## src/rtl/uart_spi_cmd.sv

```systemverilog
// UART command to SPI register access bridge: [rw|addr7] (+wdata) -> SPI -> reply.
// Define UART_SPI_CMD_WRITE_ACK_EN to answer completed writes with 8'hA5.
module uart_spi_cmd #(
  parameter logic [31:0] BYTE_TIMEOUT = 32'd1_000_000,
  parameter logic [31:0] SPI_TIMEOUT  = 32'd10_000
) (
  input  logic       clk,
  input  logic       rst_n,
  input  logic [7:0] rx_data,
  input  logic       rx_valid,
  output logic [7:0] tx_data,
  output logic       tx_valid,
  input  logic       tx_ready,
  output logic       spi_en,
  output logic       spi_rw,
  output logic [6:0] spi_addr,
  output logic [7:0] spi_wdata,
  input  logic [7:0] spi_rdata,
  input  logic       spi_done,
  output logic       busy,
  output logic       err,
  output logic       rx_drop
);

  typedef enum logic [1:0] {
    IDLE,
    GET_DATA,
    SPI_RUN,
    TX_RESP
  } state_t;

  state_t      state;
  state_t      state_d;
  logic [31:0] timer;
  logic [31:0] timer_d;
  logic        done_q;
  logic        done_rise;
  logic        byte_to;
  logic        spi_to;
  logic        byte_ok;
  logic        rw_d;
  logic [6:0]  addr_d;
  logic [7:0]  wdata_d;
  logic [7:0]  tx_data_d;
  logic        err_d;
  logic        rx_drop_d;

  // Only a fresh rising edge counts; a level left high by the
  // previous transfer must not complete the new one.
  assign done_rise = spi_done & ~done_q;
  assign byte_to = ({1'b0, timer} + 33'd1) >= {1'b0, BYTE_TIMEOUT};
  assign spi_to  = ({1'b0, timer} + 33'd1) >= {1'b0, SPI_TIMEOUT};
  assign busy    = (state != IDLE);

  always_comb begin
    state_d   = state;
    rw_d      = spi_rw;
    addr_d    = spi_addr;
    wdata_d   = spi_wdata;
    tx_data_d = tx_data;
    err_d     = 1'b0;
    rx_drop_d = 1'b0;
    byte_ok   = 1'b0;
    unique case (state)
      IDLE: begin
        if (rx_valid) begin
          byte_ok = 1'b1;
          rw_d    = rx_data[7];
          addr_d  = rx_data[6:0];
          state_d = rx_data[7] ? SPI_RUN : GET_DATA;
        end
      end
      GET_DATA: begin
        if (rx_valid) begin
          byte_ok = 1'b1;
          wdata_d = rx_data;
          state_d = SPI_RUN;
        end else if (byte_to) begin
          err_d   = 1'b1;
          state_d = IDLE;
        end
      end
      SPI_RUN: begin
        rx_drop_d = rx_valid;
        if (done_rise) begin
          if (spi_rw) begin
            tx_data_d = spi_rdata;
            state_d   = TX_RESP;
          end else begin
`ifdef UART_SPI_CMD_WRITE_ACK_EN
            tx_data_d = 8'hA5;
            state_d   = TX_RESP;
`else
            state_d   = IDLE;
`endif
          end
        end else if (spi_to) begin
          err_d     = 1'b1;
          tx_data_d = 8'hEE;
          state_d   = TX_RESP;
        end
      end
      TX_RESP: begin
        rx_drop_d = rx_valid;
        if (tx_ready) begin
          state_d = IDLE;
        end
      end
      default: state_d = IDLE;
    endcase
  end

  always_comb begin
    timer_d = timer;
    if ((state_d != state) || byte_ok || (state == IDLE)) begin
      timer_d = 32'd0;
    end else if (timer != 32'hFFFF_FFFF) begin
      timer_d = timer + 32'd1;
    end
  end

  always_ff @(posedge clk) begin
    if (!rst_n) begin
      state     <= IDLE;
      timer     <= 32'd0;
      done_q    <= 1'b0;
      spi_en    <= 1'b0;
      spi_rw    <= 1'b0;
      spi_addr  <= 7'd0;
      spi_wdata <= 8'd0;
      tx_valid  <= 1'b0;
      tx_data   <= 8'd0;
      err       <= 1'b0;
      rx_drop   <= 1'b0;
    end else begin
      state     <= state_d;
      timer     <= timer_d;
      done_q    <= spi_done;
      // Enable waits one cycle after entry so it is always low
      // for at least one clock between transfers.
      spi_en    <= (state == SPI_RUN) && (state_d == SPI_RUN);
      spi_rw    <= rw_d;
      spi_addr  <= addr_d;
      spi_wdata <= wdata_d;
      tx_valid  <= (state_d == TX_RESP);
      tx_data   <= tx_data_d;
      err       <= err_d;
      rx_drop   <= rx_drop_d;
    end
  end

endmodule

```

## config.mk

```make
export PLATFORM = sky130hd
export DESIGN_NAME = uart_spi_cmd
export DESIGN_NICKNAME = d
export VERILOG_FILES = /design/src/rtl/uart_spi_cmd.sv
export SDC_FILE = /design/constraint.sdc
export NUM_CORES = 1
export LEC_CHECK = 0
export ABC_AREA = 1
export BUFFER_PORTS_ARGS = -buffer_cell sky130_fd_sc_hd__buf_2
export CORE_ASPECT_RATIO = 0.5
export CORE_MARGIN = 4
export CORE_UTILIZATION = 38
export CTS_CLUSTER_DIAMETER = 120
export CTS_CLUSTER_SIZE = 24
export DETAILED_ROUTE_END_ITERATION = 10
export GPL_TIMING_DRIVEN = 0
export PLACE_DENSITY = 0.67
export SKIP_LAST_GASP = 1
export SLEW_MARGIN = 20
export SYNTH_ARGS = -nofsm -noshare
export SYNTH_HDL_FRONTEND = slang
export SYNTH_SLANG_ARGS = --single-unit
```

## constraint.sdc

```tcl
create_clock -name clk -period 3.6 [get_ports clk]
set_clock_uncertainty 0.2 [all_clocks]
set_input_delay 0.54 -clock clk [delete_from_list [all_inputs] [get_ports clk]]
set_output_delay 0.54 -clock clk [all_outputs]
set_load 0.005 [all_outputs]
```

==> reports/results.tsv, run 1 <==
stage	metric	value	unit
cells_and_area	final-layout fill cell count	1012	
placed_design	hpwl dp	6903	um
setup_path	Startpoint Class	register	
timing	fmax	323.0	MHz
placed_design	gp weighted congestion	0.8996	
cells_and_area	synthesis-to-layout area growth	19.77	%
power_and_ir_drop	switching share of power	35.28	%
cells_and_area	Finished Cell Area	4473	um^2
setup_path	CP max FO	10	
drt	final wirelength	9021	um
synth	area leader, netlist	dfxtp_1	
die	Site Rows	25	
die	core box area	9509	um^2
synth	async set-or-reset flop fraction in the synthesized netlist	0	%
drt	drt pass-1 iters	4	
cells_and_area	layout cells sized above 1	20.77	%
synth	sequential area share after synthesis	33.77	%
timing	Setup TNS	0	ps
placed_design	Post-DP Area	4149	um^2
die	Die ar.	11570	um^2
synth	synthesized instance count	556	
timing	final hold vios	0	
timing	RSZ-0062 raised after global routing	false	
outcome	status	complete, no violations	
synth	Synth top cells by count	nand2_1 (137), nor2_1 (108), inv_1 (67), dfxtp_1 (63), nand3_1 (32)	
synth	Main synth FF type	dfxtp_1	
hold_path	Hold Path Class	primary input to register	
synth	Avg Synthesized Cell Area	6.717	um^2
clocking	number of hold buffers added after cts	0	
cells_and_area	Antenna Diode Count	0	
synth	area share of xor/xnor cells in the synthesized design	2.111	%
timing	max_slew headroom	44.50	%
drt	DRC viols	0	
synth	top post-synthesis cells by area	dfxtp_1 (34%), nand2_1 (14%), nor2_1 (11%)	
cells_and_area	# nets final	643	
drt	vias per cell	4.660	
clocking	Post-CTS Setup Inserts	0	
synth	top-area cell type share of the netlist area	33.77	%
synth	Synth Area in Simple Gates	47.30	%
synth	count leader, synth	nand2_1	
timing	final setup vio count	0	
flow_run	max-cap violations	0	
drt	Final ANT Viol Nets	0	
global_routing	Global Route Usage Sum	16.66	%
clocking	CTS resizes	0	
power_and_ir_drop	clock group share of total power	35.7	%
power_and_ir_drop	net switching power figure	921.3	uW
power_and_ir_drop	Worst IR Drop VDD	361.5	uV
power_and_ir_drop	Pleak	0.001933	uW
synth	adder-cell share of the synthesized area	2.010	%
clocking	clock latency on the worst-skew pair	330	ps
setup_path	Worst Setup End Kind	register	
synth	Synth Warn #	0	
die	Die Span X	148.2	um
power_and_ir_drop	Reg power frac	32.1	%
setup_path	crit path kind	register to register	
synth	number of synthesized flops with an enable pin	0	
power_and_ir_drop	Cell Pwr Density	583.7	nW/um^2
synth	post-synthesis compound-gate area fraction	5.863	%
power_and_ir_drop	Comb pwr share	32.2	%
die	die height	78.10	um
clocking	CTS tree	built	
clocking	root buf cell	clkbuf_16	
drt	via count	3523	
timing	Slew @ Worst Pin	826.2	ps
synth	post-synthesis mux area share	0	%
synth	syn nets	583	
clocking	clk slew on worst S/H paths	60	ps
synth	largest family of logic cells by synthesized area	simple AND/OR/NAND/NOR gates	
synth	post-synthesis sequential element count	63	
die	Initial Util	39.28	%
timing	Tmin final	3096	ps
die	IO Count	50	
drt	wire per inst	11.93	um
setup_path	Worst EP arrival	3160	ps
clocking	htree depth	3	
setup_path	Worst EP required	3660	ps
global_routing	antenna violations before repair	0	
power_and_ir_drop	cell-internal power	1690	uW
global_routing	largest net degree at the start of global routing	12	
synth	Unique masters post-synth	35	
global_routing	grt ovf	0	
clocking	Longest Clk Path Bufs	2	
clocking	CTS sink cnt	63	
global_routing	vias in the first global route	3356	
placed_design	Port Buffer Count	49	
global_routing	first-pass GRT wire length	15730	um
timing	Final Slew Violations	0	
timing	Final period util	85.99	%
clocking	CTS Buf Count	9	
synth	post-synthesis instance area	3735	um^2
drt	detailed router's first-iteration violation count	172	
power by group through the flow:
stage,sequential [uW],clock (uW),combinational [uW]
finish,839,933,840
global route,851,979,940
CTS,839,953,845
detailed placement,852,0,841
global placement,852,0,834
floorplan,850,0,613
stage by stage:
step	total power, uW	utilization (%)	hold WS (ps)	worst slack, ps	std cells
final	2611	47.04	210.0	504.2	756
after global routing	2769	47.04	213.1	163.7	756
after CTS	2637	47.04	202.1	470.2	756
after detailed placement	1693	43.63	246.3	481.9	740
after global placement	1686	43.63	247.0	506.7	740
after floorplan	1463	-	254.6	1001	556
path summary, 6_finish.rpt:
check	startpoint	endpoint	slack (ps)	cells after the start
setup / recovery	timer[0]$_SDFFE_PP0N_	timer[9]$_SDFFE_PP0N_	500	18
setup reg to reg	timer[0]$_SDFFE_PP0N_	timer[9]$_SDFFE_PP0N_	500	18
hold reg to reg	tx_data[6]$_SDFFE_PN0P_	tx_data[6]$_SDFFE_PN0P_	260	2
hold / removal	spi_done	done_q$_SDFF_PN0_	210	3
final cells by class:
| class | instances | area (um^2) | share of cell area, % |
|---|---|---|---|
| multi-input cells | 413 | 2140 | 47.83 |
| well taps | 135 | 168.9 | 3.776 |
| plain buffers | 10 | 71.32 | 1.594 |
| repair buffers | 49 | 245.2 | 5.483 |
| clock inverters | 5 | 81.33 | 1.818 |
| inverters | 70 | 262.8 | 5.874 |
| clock buffers | 11 | 242.7 | 5.427 |
| flip-flops and latches | 63 | 1261 | 28.20 |
per-layer routing:
layer  GRT usage (%)  vias to the layer above  wire length [um]
met5               0                        -                 0
met4           5.530                        0                93
met3           4.556                        8               545
met2           26.15                       78              3974
met1           22.26                     1567              4407
li1                -                     1870                 -
sequential cells by signal (all words and copies together) (netlist names):
name	cells
done_q	1
err	1
rx_drop	1
spi_addr	7
spi_en	1
spi_rw	1
spi_wdata	8
state	2
timer	32
tx_data	8
tx_valid	1
cells in the final DEF (no fill, tap or decap), types with 3 or more instances in the layout:
cell and n:
nand4_1 3, clkbuf_16 9, ha_1 6, nor3_1 13, o21ai_0 21, nor2_2 3
clkbuf_1 4, a211oi_1 6, xor2_1 7, nor2_4 7, a21oi_1 9, nand2_2 10
nand3b_1 7, nor2_1 108, buf_4 3, nand2_1 137, buf_6 3, buf_2 49
inv_1 67, nand3_1 32, dfxtp_1 63, nor3_2 30
critical path: stages (launching register included):
cell,delay [ps]
dfxtp_1,410
ha_1,220
nand2_1,110
nor2_4,160
nand2_2,140
nor2_1,200
nand2_1,260
nand3_1,170
nor2_1,60
nand2_1,140
nor2_4,70
nand3_1,60
nand2_1,50
nand3_1,80
nand2_1,100
nand2_1,90
nand3_2,140
buf_4,240
nor3_2,110
logic make-up (layout without fill, tap and decap cells):
logic type / Yosys count / after routing
xor gates and xnor gates: 9 / 9
and+or+nand+nor: 359 / 359
buffers and inverters: 80 / 145
DFF: 63 / 63
adders and majority gates: 6 / 6
AOI/OAI and AO/OA: 39 / 39
(Power assumes the default switching activity.)
==> inputs of run 2 (changes only) <==
ABC_CLOCK_PERIOD_IN_PS = 3600   (was unset)
CORE_UTILIZATION = 45   (was 38)
HOLD_SLACK_MARGIN = 0.02   (was unset)
PLACE_DENSITY = 0.75   (was 0.67)
==> run 2 against run 1 <==
- fmax about the same
- sequential power about the same
- first-iteration DRC count up 12%
- register-to-register slack hardly changed
- worst setup slack better by 1.8 ps
- combinational power is essentially flat
- clock power shrank 10%
- flip-flop and latch count unchanged
- non-clock buffer count unchanged
- largest cell class unchanged
- highest routed layer unchanged
==> reports/results.tsv, run 2 (synthesized netlist as in run 1, its figures left out) <==
stage	metric	value	unit	change
outcome	status	complete, no violations		unchanged
global_routing	first-pass GRT wire length	15430	um	was 15730 um
clocking	htree depth	3		unchanged
cells_and_area	most common cell after layout, fill and taps aside	nand2_1		unchanged
cells_and_area	commonest cells after routing, fill and taps aside	nand2_1 (137), nor2_1 (108), inv_1 (67)		unchanged
die	Initial Util	46.52	%	was 39.28%
power_and_ir_drop	Worst IR Drop VDD	374.8	uV	was 361.5 uV
power_and_ir_drop	Reg power frac	33.3	%	was 32.1%
flow_run	max-cap violations	0		unchanged
clocking	Post-CTS Setup Inserts	0		unchanged
power_and_ir_drop	Pleak	0.001918	uW	was 0.001933 uW
timing	Final Slew Violations	0		unchanged
clocking	root buf cell	clkbuf_16		unchanged
clocking	CTS resizes	0		unchanged
power_and_ir_drop	Comb pwr share	33.4	%	was 32.2%
drt	wire per inst	12.16	um	was 11.93 um
setup_path	Worst Setup End Kind	register		unchanged
clocking	CTS sink cnt	63		unchanged
placed_design	Port Buffer Count	49		unchanged
power_and_ir_drop	switching share of power	36.92	%	was 35.28%
drt	vias per cell	4.869		was 4.660
timing	Final period util	85.94	%	was 85.99%
cells_and_area	# nets final	643		unchanged
cells_and_area	final core utilization	54.99	%	was 47.04%
setup_path	crit path kind	register to register		unchanged
die	Die ar.	9910	um^2	was 11570 um^2
global_routing	Global Route Usage Sum	19.50	%	was 16.66%
power_and_ir_drop	cell-internal power	1586	uW	was 1690 uW
power_and_ir_drop	Cell Pwr Density	569.6	nW/um^2	was 583.7 nW/um^2
timing	RSZ-0062 raised after global routing	false		unchanged
timing	max_slew headroom	51.27	%	was 44.50%
timing	Tmin final	3094	ps	was 3096 ps
placed_design	gp weighted congestion	0.9434		was 0.8996
global_routing	vias in the first global route	3289		was 3356
cells_and_area	layout cells sized above 1	20.93	%	was 20.77%
drt	Final ANT Viol Nets	0		unchanged
die	IO Count	50		unchanged
cells_and_area	max reg flops	32		unchanged
power_and_ir_drop	clock group share of total power	33.3	%	was 35.7%
die	Site Rows	23		was 25
setup_path	Worst EP arrival	3150	ps	was 3160 ps
setup_path	Worst EP required	3660	ps	about the same
clocking	number of hold buffers added after cts	0		unchanged
drt	drt pass-1 iters	4		unchanged
die	core box area	8029	um^2	was 9509 um^2
cells_and_area	biggest regs	timer x32, spi_wdata x8, tx_data x8		unchanged
hold_path	Hold Path Class	primary input to register		unchanged
clocking	Longest Clk Path Bufs	2		unchanged
clocking	clock latency on the worst-skew pair	340	ps	was 330 ps
cells_and_area	most flop-heavy register	timer		unchanged
setup_path	CP max FO	10		unchanged
global_routing	largest net degree at the start of global routing	12		unchanged
die	Die Span X	136.8	um	was 148.2 um
power_and_ir_drop	net switching power figure	928.5	uW	was 921.3 uW
timing	final setup vio count	0		unchanged
drt	DRC viols	0		unchanged
cells_and_area	Antenna Diode Count	0		unchanged
setup_path	Startpoint Class	register		unchanged
timing	fmax	323.2	MHz	was 323.0 MHz
timing	Setup TNS	0	ps	unchanged
global_routing	antenna violations before repair	0		unchanged
drt	detailed router's first-iteration violation count	192		was 172
drt	via count	3569		was 3523
clocking	CTS Buf Count	9		unchanged
placed_design	hpwl dp	6738	um	was 6903 um
timing	Slew @ Worst Pin	725.4	ps	was 826.2 ps
drt	final wirelength	8916	um	was 9021 um
global_routing	grt ovf	0		unchanged
die	die height	72.42	um	was 78.10 um
timing	final hold vios	0		unchanged
clocking	CTS tree	built		unchanged
clocking	clk slew on worst S/H paths	50	ps	was 60 ps
cells_and_area	synthesis-to-layout area growth	18.22	%	was 19.77%
[run 2: changes by cell type in the layout (fill, tap and decap cells not counted), sizes merged]
cell      before  now
clkinvlp       1    2
clkbuf        14   15
bufinv         2    0
[run 2: worst paths after layout]
check / slack (ps) / cells after the start / end / startpoint
max: 510 / 18 / timer[26]$_SDFFE_PP0N_ / timer[0]$_SDFFE_PP0N_
min: 210 / 3 / done_q$_SDFF_PN0_ / spi_done
max reg2reg: 510 / 18 / timer[26]$_SDFFE_PP0N_ / timer[0]$_SDFFE_PP0N_
min reg2reg: 260 / 2 / tx_data[6]$_SDFFE_PN0P_ / tx_data[6]$_SDFFE_PN0P_
[run 2: critical path: stages (launching register included)]
cell,delay (ps)
dfxtp_1,410
ha_1,220
nand2_1,120
nor2_4,160
nand2_2,120
nor2_1,190
nand2_1,250
nand3_1,170
nor2_1,60
nand2_1,140
nor2_4,70
nand3_1,60
nand2_1,50
nand3_1,80
nand2_1,110
nand2_1,90
nand3_2,150
buf_4,240
nor3_2,110
[run 2: power groups by stage]
stage	Combinational (uW)	Sequential (uW)	Clock, uW
after floorplan	613	850	0
after detailed placement	840	852	0
after CTS	844	837	854
after global placement	831	851	0
final	840	837	838
after global routing	934	849	885
[run 2: layer usage]
layer	global-route usage (%)	up-vias	share of wire (%)
li1	-	1869	-
met1	27.58	1598	49
met2	29.50	88	43
met3	4.432	14	6.3
met4	6.416	0	1.3
met5	0	-	0
[run 2: through the flow]
step / instances / total power [uW] / worst slack (ps) / hold slack (ps) / area [um^2]
after CTS: 733 / 2535 / 497.9 / 201.6 / 4415
after detailed placement: 717 / 1691 / 526.3 / 248.8 / 4120
after global routing: 733 / 2667 / 218.6 / 217.2 / 4415
after floorplan: 556 / 1463 / 1001 / 254.6 / 3735
final: 733 / 2515 / 506.0 / 207.0 / 4415
after global placement: 717 / 1682 / 573.9 / 247.3 / 4120
[run 2: cell type report]
type                            count  area (um^2)
Tap cell                          112        140.1
Buffer                             10        71.32
Clock inverter                      4        28.78
Fill cell                         753         3613
Multi-Input combinational cell    413         2140
Inverter                           70        262.8
Clock buffer                       12        266.5
Timing Repair Buffer               49        245.2
Sequential cell                    63         1261
